## src/rtl/otter_scoreboard.sv

```systemverilog
// Register-hazard scoreboard for the Otter pipeline: tracks cycles until each
// destination register is written back. `OTTER_SCOREBOARD_FWD_EN enables forwarding.
module otter_scoreboard #(
    parameter int WB_LAT = 3,
    parameter int NREGS  = 32,
    parameter int AW     = 5
) (
    input  logic          CLK,
    input  logic          RST,
    input  logic          ISSUE_VALID,
    input  logic [AW-1:0] ISSUE_RD,
    input  logic          ISSUE_RD_WE,
    input  logic          ISSUE_IS_LOAD,
    input  logic [AW-1:0] RS1_ADDR,
    input  logic [AW-1:0] RS2_ADDR,
    input  logic          RS1_USED,
    input  logic          RS2_USED,
    input  logic          FLUSH,
    output logic          STALL,
    output logic [2:0]    FWD_A_SEL,
    output logic [2:0]    FWD_B_SEL,
    output logic [31:0]   STALL_CNT
);

    localparam logic [2:0] LAT = 3'(WB_LAT);

    logic [2:0]       wb_cnt_r [NREGS];
    logic [NREGS-1:0] ld_r;
    logic             issue_s;
    logic [2:0]       cnt1_s;
    logic [2:0]       cnt2_s;
    logic             ld1_s;
    logic             ld2_s;
    logic             haz1_s;
    logic             haz2_s;

`ifdef OTTER_SCOREBOARD_FWD_EN
    // Result not yet available on any bypass path: just issued, or a load still in memory.
    function automatic logic blocks(input logic used, input logic [AW-1:0] addr,
                                    input logic [2:0] cnt, input logic ld);
        return used && (addr != {AW{1'b0}}) &&
               ((cnt == LAT) || (ld && (cnt == LAT - 3'd1)));
    endfunction

    function automatic logic [2:0] fwd_sel(input logic used, input logic [AW-1:0] addr,
                                           input logic [2:0] cnt, input logic ld);
        if (used && (addr != {AW{1'b0}}) && (cnt != 3'd0) && !blocks(used, addr, cnt, ld)) begin
            return LAT - cnt;
        end else begin
            return 3'd0;
        end
    endfunction
`else
    // Without bypassing the consumer waits until the register file holds the value.
    function automatic logic blocks(input logic used, input logic [AW-1:0] addr,
                                    input logic [2:0] cnt);
        return used && (addr != {AW{1'b0}}) && (cnt != 3'd0);
    endfunction

    logic unused_ld_s;
    assign unused_ld_s = ^{ld_r, ld1_s, ld2_s};
`endif

    // Look up per-source scoreboard state; out-of-range addresses read as idle.
    always_comb begin
        cnt1_s = 3'd0;
        cnt2_s = 3'd0;
        ld1_s  = 1'b0;
        ld2_s  = 1'b0;
        if (int'(RS1_ADDR) < NREGS) begin
            cnt1_s = wb_cnt_r[RS1_ADDR];
            ld1_s  = ld_r[RS1_ADDR];
        end else begin
            cnt1_s = 3'd0;
        end
        if (int'(RS2_ADDR) < NREGS) begin
            cnt2_s = wb_cnt_r[RS2_ADDR];
            ld2_s  = ld_r[RS2_ADDR];
        end else begin
            cnt2_s = 3'd0;
        end
    end

    // Hazard detection, stall and forwarding selects.
    always_comb begin
`ifdef OTTER_SCOREBOARD_FWD_EN
        haz1_s    = blocks(RS1_USED, RS1_ADDR, cnt1_s, ld1_s);
        haz2_s    = blocks(RS2_USED, RS2_ADDR, cnt2_s, ld2_s);
        FWD_A_SEL = fwd_sel(RS1_USED, RS1_ADDR, cnt1_s, ld1_s);
        FWD_B_SEL = fwd_sel(RS2_USED, RS2_ADDR, cnt2_s, ld2_s);
`else
        haz1_s    = blocks(RS1_USED, RS1_ADDR, cnt1_s);
        haz2_s    = blocks(RS2_USED, RS2_ADDR, cnt2_s);
        FWD_A_SEL = 3'd0;
        FWD_B_SEL = 3'd0;
`endif
        STALL   = ISSUE_VALID && !FLUSH && (haz1_s || haz2_s);
        issue_s = ISSUE_VALID && !STALL && !FLUSH && ISSUE_RD_WE &&
                  (ISSUE_RD != {AW{1'b0}});
    end

    // Per-register writeback countdown; a new producer reloads the counter.
    always_ff @(posedge CLK) begin
        if (RST) begin
            for (int r = 0; r < NREGS; r++) begin
                wb_cnt_r[r] <= 3'd0;
            end
            ld_r <= {NREGS{1'b0}};
        end else begin
            wb_cnt_r[0] <= 3'd0;
            ld_r[0]     <= 1'b0;
            for (int r = 1; r < NREGS; r++) begin
                if (issue_s && (ISSUE_RD == AW'(r))) begin
                    wb_cnt_r[r] <= LAT;
                    ld_r[r]     <= ISSUE_IS_LOAD;
                end else if (wb_cnt_r[r] != 3'd0) begin
                    wb_cnt_r[r] <= wb_cnt_r[r] - 3'd1;
                end else begin
                    wb_cnt_r[r] <= 3'd0;
                end
            end
        end
    end

    // Saturating count of stalled cycles.
    always_ff @(posedge CLK) begin
        if (RST) begin
            STALL_CNT <= 32'd0;
        end else if (STALL && (STALL_CNT != 32'hFFFF_FFFF)) begin
            STALL_CNT <= STALL_CNT + 32'd1;
        end else begin
            STALL_CNT <= STALL_CNT;
        end
    end

endmodule

```

## config.mk

```make
export PLATFORM = sky130hd
export DESIGN_NAME = otter_scoreboard
export DESIGN_NICKNAME = d
export VERILOG_FILES = /design/src/rtl/otter_scoreboard.sv
export SDC_FILE = /design/constraint.sdc
export NUM_CORES = 1
export LEC_CHECK = 0
export BUFFER_PORTS_ARGS = -buffer_cell sky130_fd_sc_hd__buf_4
export CAP_MARGIN = 20
export CORE_UTILIZATION = 55
export CTS_CLUSTER_SIZE = 12
export DETAILED_ROUTE_END_ITERATION = 8
export GPL_ROUTABILITY_DRIVEN = 0
export PLACE_DENSITY = 0.71
export SYNTH_ARGS = -nofsm -noshare
export SYNTH_HDL_FRONTEND = slang
export SYNTH_SLANG_ARGS = --single-unit
```

## constraint.sdc

```tcl
create_clock -name CLK -period 8.28 [get_ports CLK]
set_input_delay 2.484 -clock CLK [delete_from_list [all_inputs] [get_ports CLK]]
set_output_delay 2.484 -clock CLK [all_outputs]
set_load 0.05 [all_outputs]
```

==> reports/metrics.csv, run 1 <==
stage,metric,value,unit
status,outcome,"complete, no violations",
critical_path,crit_path_start_kind,input port,
floorplanning,core_area,14750,um2
routing,wirelength,18730,um
flow_run,drv_cap,0,
routing,route.met3.wl,1029,um
grt,grt_max_degree,78,
floorplanning,die_x,125.9,um
synthesis,netlist_area,8441,um2
final_layout,final_layout_size_suffix_gt1_frac,0.1693,
final_layout,final_nets,1130,
grt,grt_first_pass_wirelength,30440,um
grt,antenna_found_initial,0,
clocking,clk_path_buf_depth,2,
timing,fin_crit,7.275,ns
placement,placed_area,9196,um2
grt,grt_use_total,0.2448,
synthesis,synth_top_area_share,0.3309,
synthesis,synth_cell_type_count,51,
synthesis,synth-edff-count,93,
clocking,path_clk_slew,0.05,ns
critical_path,cp_data_arrival_time,4.79,ns
routing,highest_layer,met4,
critical_path,path_class,in -> out,
worst_hold_path,min_from,STALL_CNT[31]$_SDFFE_PP0P_,
timing,post-route-period-util,0.8787,
final_layout,fill_cells,1302,
routing,vias_per_cell,5.550,
pwr,total_power,1.726,mW
timing,worstMarginPinSlew,0.8478,ns
floorplanning,start_util,0.5721,
pwr,ir_worst_vdd,0.0001493,V
synthesis,synth_top_flop_cell,edfxtp_1,
synthesis,yosys_warnings,0,
critical_path,crit_start,RS1_ADDR[1],
routing,drcViolationCount,0,
timing,max_freq,137.4,MHz
grt,grt_overflow,0,
synthesis,synthArstFlopShare,0,
clocking,clock-root-buffer,clkbuf_16,
placement,io_buffers,54,
critical_path,r2r-start,wb_cnt_r[21][2]$_SDFFCE_PP0P_,
clocking,postCtsSetupRepairBufs,0,
clocking,cts_htree_levels,4,
floorplanning,io_pins,62,
routing,postRouteAntennaNets,0,
critical_path,endpoint_kind,output pin,
timing,drv_slew,0,
pwr,p_leak,3.976,nW
critical_path,crit_fanout,26,
clocking,holdBufCountCts,0,
routing,via_count,6888,
final_layout,syn_to_final_growth,15.61,%
clocking,cts_buffers,17,
timing,tns,0,ns
synthesis,yosys.area.top_type,edfxtp_1,
synthesis,yosys-top-cells-area,"edfxtp_1 33%, ha_1 9.3%, dfxtp_1 7.6%",
final_layout,fin_area,9758,um2
clocking,post_cts_resized,0,
timing,setup_viol,0,
critical_path,required,5.80,ns
timing,fin_skew,0.009620,ns
routing,met2_wirelength,8976,um
grt,grt_pass1_vias,6339,
routing,wl_per_cell,15.09,um
floorplanning,die_h,125.9,um
synthesis,ys_ff_latch,125,
timing,slew_headroom,0.4348,
final_layout,n_antenna_cell,0,
timing,finalHoldViolations,0,
synthesis,ys_seq_area_frac,0.4068,
clocking,worstSkewPairLatency,0.42,ns
floorplanning,rows,44,
synthesis,syn_avg_cell_area,9.175,um2
routing,first_iter_violations,515,
placement,hpwl,13170,um
worst_hold_path,hold_class,reg -> reg,
final_layout,multi_input_area,4782,um2
routing,wl_met1,8506,um
clocking,clock_sinks,125,
pwr,power_per_cell_area,176.8,nW/um2
synthesis,syn_inst,920,
floorplanning,dieArea,15850,um2
clocking,cts_tree,yes,
final_layout,regArea,3433,um2
routing,first_pass_iters,5,
timing,whs,0.4990,ns
timing,rsz0062_at_grt,no,
## layer usage
layer / global-route usage / vias up
li1: - / 3428
met2: 0.4033 / 185
met1: 0.3266 / 3256
met3: 0.04800 / 19
met4: 0.07371 / 0
met5: 0 / -
## report_power, final
| group | total (mW) | internal (mW) | switching, mW |
|---|---|---|---|
| clock network | 0.708 | 0.441 | 0.268 |
| logic | 0.263 | 0.109 | 0.154 |
| registers | 0.754 | 0.723 | 0.0310 |
| total | 1.73 | 1.27 | 0.452 |
## cells by family (layout without fill, tap and decap cells)
kind of cell | Yosys count | in the layout | synth area share
other cells | 2 | 99 | 0.0008897
compound gates | 135 | 135 | 0.09739
simple gates | 414 | 414 | 0.2658
mux | 45 | 45 | 0.06463
fa+ha+maj | 63 | 63 | 0.09339
flops | 125 | 125 | 0.4068
buf+inv | 136 | 176 | 0.07115
## final timing paths
path	depth (start not counted)	to	slack, ns
max reg2reg	7	wb_cnt_r[30][2]$_SDFFCE_PP0P_	4.74
min reg2reg	2	STALL_CNT[31]$_SDFFE_PP0P_	0.50
max	7	STALL	1.00
min	2	STALL_CNT[31]$_SDFFE_PP0P_	0.50
## layout by cell type, fill, tap and decap left out, types with 20 or more instances in the layout
| master | count |
|---|---|
| conb_1 | 99 |
| edfxtp_1 | 93 |
| nor2_1 | 92 |
| inv_1 | 88 |
| a21oi_1 | 79 |
| or2_2 | 64 |
| ha_1 | 63 |
| nand2_1 | 56 |
| buf_4 | 56 |
| nor3_1 | 44 |
| nor2b_1 | 38 |
| dfxtp_1 | 32 |
| mux2_2 | 23 |
| nor4_1 | 21 |
| nor4b_1 | 20 |
## state kept, by name, indices dropped and copies added, names as in the netlist
signal,flops
wb_cnt_r,93
STALL_CNT,32
## critical path, stage by stage
cell and delay [ns]:
buf_4 0.30, mux4_2 0.54, a2111oi_0 0.65, nor4_1 0.21, a32oi_4 0.33, nor2_1 0.09
buf_4 0.19
## metrics by stage
stage / std cells / setup slack [ns] / utilization
after global routing: 1241 / 0.9955 / 0.6614
after CTS: 1241 / 1.076 / 0.6614
after detailed placement: 1209 / 1.094 / 0.6233
after floorplan: 1017 / 0.9742 / -
final: 1241 / 1.005 / 0.6614
after global placement: 1209 / 1.082 / 0.6233
## cell usage after synthesis, drive strengths merged (14+ instances only)
cell type and instances:
clkbuf 26, dfxtp 32, mux2i 14, ha 63
or3 14, inv 88, nor2 92, edfxtp 93
buf 22, nor2b 38, mux2 26, nor4 21
nor3 44, a21oi 79, or2 64, nor4b 20
nand2 56
## final cells by class
cell class,count,share of cell area
repair buffers,56,0.04308
inverters,88,0.03385
flip-flops and latches,125,0.3518
clock buffers,27,0.05488
clock inverters,5,0.002693
well taps,184,0.02359
multi-input cells,756,0.4901
(Power assumes the default switching activity.)
==> inputs of run 2 (changes only) <==
- CORE_UTILIZATION: 55 -> 60
- PLACE_DENSITY: 0.71 -> 0.76
==> run 2 against run 1 <==
  * Sequential share of layout area hardly changed
  * Flip-flop and latch count unchanged
  * Clock skew shrank 0.0025 ns
  * Critical path depth did not move
  * Cell count is 0.64% lower
  * Setup slack worse by 0.029 ns
  * Sequential power hardly changed
  * Worst hold slack improved by 0.018 ns
  * Clock power shrank 0.6%
  * Core utilization is 6.0 points higher
  * Non-clock buffer count unchanged
  * Critical path type unchanged
  * Largest cell class unchanged
==> reports/metrics.csv, run 2 (synthesis results as in run 1) <==
stage,metric,value,unit,change
status,outcome,"complete, no violations",,
placement,placed_area,9186,um2,-0.11%
critical_path,cp_data_arrival_time,4.82,ns,+0.03 ns
final_layout,n_antenna_cell,0,,unchanged
timing,drv_slew,0,,unchanged
floorplanning,core_area,13510,um2,-8.5%
critical_path,endpoint_kind,output pin,,
floorplanning,dieArea,14550,um2,-8.2%
clocking,cts_tree,yes,,
clocking,clk_path_buf_depth,2,,unchanged
routing,postRouteAntennaNets,0,,unchanged
timing,post-route-period-util,0.8821,,+0.003468
grt,grt_use_met2,0.4508,,+0.04748
floorplanning,die_h,120.6,um,-4.2%
placement,hpwl,13070,um,-0.73%
final_layout,final_common_cell,conb_1,,
critical_path,cpMostUsedCell,buf_4,,
floorplanning,io_pins,62,,unchanged
grt,grt_pass1_vias,6475,,+2.1%
grt,grt_max_degree,91,,+17%
final_layout,stdcell_count,1233,,-0.64%
final_layout,fin_area,9748,um2,-0.10%
grt,busiest_layer,met2,,
floorplanning,die_x,120.6,um,-4.2%
critical_path,path_buf_inv,2,,unchanged
critical_path,path_class,in -> out,,
grt,grt_use_total,0.2746,,+0.02978
final_layout,top_register,wb_cnt_r,,
timing,fin_crit,7.304,ns,+0.02872 ns
grt,grtUsageMet3,0.05896,,+0.01096
critical_path,required,5.80,ns,about the same
critical_path,crit_path_start_kind,input port,,
final_layout,syn_to_final_growth,15.49,%,
timing,finalHoldViolations,0,,unchanged
routing,vias_per_cell,5.562,,+0.21%
final_layout,largest_register_ffs,93,,unchanged
clocking,clock_sinks,125,,unchanged
pwr,ir_worst_vdd,0.0001299,V,-13%
clocking,post_cts_resized,0,,unchanged
final_layout,final_cell_mix,"99 x conb_1, 93 x edfxtp_1, 92 x nor2_1, 88 x inv_1, 79 x a21oi_1",,
grt,antenna_found_initial,0,,unchanged
clocking,cts_htree_levels,4,,unchanged
routing,via_count,6858,,-0.44%
critical_path,cp_slowest_stage_delay,0.76,ns,+0.11 ns
routing,wl_per_cell,15.21,um,+0.78%
timing,rsz0062_at_grt,no,,
grt,grt_overflow,0,,unchanged
critical_path,path_cells,buf_4 -> mux4_2 -> a2111oi_0 -> a211oi_1 -> a32oi_4 -> nor2_1 -> buf_4,,
floorplanning,start_util,0.6250,,+0.05289
final_layout,final_layout_size_suffix_gt1_frac,0.1712,,+0.001892
timing,worstMarginPinSlew,0.9473,ns,+0.09949 ns
timing,slew_headroom,0.3685,,-0.06633
clocking,worstSkewPairLatency,0.42,ns,about the same
timing,fin_skew,0.007153,ns,-0.002467 ns
floorplanning,rows,42,,-4.5%
final_layout,final_nets,1130,,unchanged
clocking,clock-root-buffer,clkbuf_16,,
pwr,power_per_cell_area,176.8,nW/um2,about the same
final_layout,largestRegisters,"wb_cnt_r x93, STALL_CNT x32",,
final_layout,fill_cells,1099,,-16%
pwr,p_leak,3.979,nW,about the same
routing,drcViolationCount,0,,unchanged
routing,first_iter_violations,443,,-14%
grt,grt_use_met1,0.3528,,+0.02616
placement,io_buffers,54,,unchanged
timing,setup_viol,0,,unchanged
clocking,cts_buffers,17,,unchanged
clocking,path_clk_slew,0.05,ns,about the same
critical_path,cp_slowest_cell,a2111oi_0,,
grt,grt_first_pass_wirelength,30940,um,+1.7%
clocking,holdBufCountCts,0,,unchanged
critical_path,critical-path-top-delay-family,compound AO/OA/AOI/OAI gates,,
worst_hold_path,hold_class,reg -> reg,,
routing,wirelength,18750,um,+0.13%
timing,max_freq,136.9,MHz,-0.39%
critical_path,crit_fanout,25,,-3.8%
flow_run,drv_cap,0,,unchanged
clocking,postCtsSetupRepairBufs,0,,unchanged
timing,tns,0,ns,unchanged
placement,placed_cells,1201,,-0.66%
routing,first_pass_iters,7,,+2
-- run 2: cell count changes in the layout (fill, tap and decap cells not counted) --
cell,change
clkbuf_1,-2
clkbuf_8,+2
clkbuf_16,-1
clkinv_2,+1
-- run 2: final cells by class --
type	instances	area, um2	area share
inverters	88	330.3	0.03389
flip-flops and latches	125	3433	0.3522
repair buffers	56	420.4	0.04313
clock buffers	26	530.5	0.05442
clock inverters	6	31.28	0.003209
well taps	176	220.2	0.02259
multi-input cells	756	4782	0.4906
-- run 2: power breakdown --
| group | switching, mW | leakage (nW) | internal [mW] |
|---|---|---|---|
| logic | 0.155 | 2.49 | 0.110 |
| registers | 0.0307 | 1.21 | 0.723 |
| clock network | 0.267 | 0.285 | 0.437 |
| total | 0.453 | 3.98 | 1.27 |
-- run 2: worst reg2reg max path, stage by stage (launching register included) --
cell and delay (ns):
edfxtp_1 0.42, mux4_2 0.47, a2111oi_0 0.76, a211oi_1 0.18, a32oi_4 0.29, buf_4 0.66, nand2_1 0.28, nor4b_1 0.21
-- run 2: metrics by stage --
step	util	setup WS [ns]	hold slack, ns	total power [mW]
2_1_floorplan	-	0.9742	0.6260	0.9704
5_1_grt	0.7218	0.9041	0.5592	1.801
6_report	0.7218	0.9759	0.5171	1.724
4_1_cts	0.7218	1.021	0.5147	1.730
3_5_place_dp	0.6802	1.035	0.5051	1.026
3_3_place_gp	0.6802	1.120	0.4896	1.018
-- run 2: path summary, 6_finish.rpt --
path	from	endpoint	slack (ns)	depth (start not counted)
max	RS2_ADDR[1]	STALL	0.98	7
min reg2reg	STALL_CNT[1]$_SDFFE_PP0P_	STALL_CNT[1]$_SDFFE_PP0P_	0.52	2
max reg2reg	wb_cnt_r[24][1]$_SDFFCE_PP0P_	wb_cnt_r[29][2]$_SDFFCE_PP0P_	4.73	7
min	STALL_CNT[1]$_SDFFE_PP0P_	STALL_CNT[1]$_SDFFE_PP0P_	0.52	2
-- run 2: metal layers --
| metal | up-vias | share of wire | wire length [um] |
|---|---|---|---|
| met5 | - | 0 | 0 |
| met4 | 0 | 0.021 | 388 |
| met1 | 3218 | 0.44 | 8179 |
| met3 | 31 | 0.063 | 1176 |
| met2 | 192 | 0.48 | 9008 |
| li1 | 3417 | - | - |
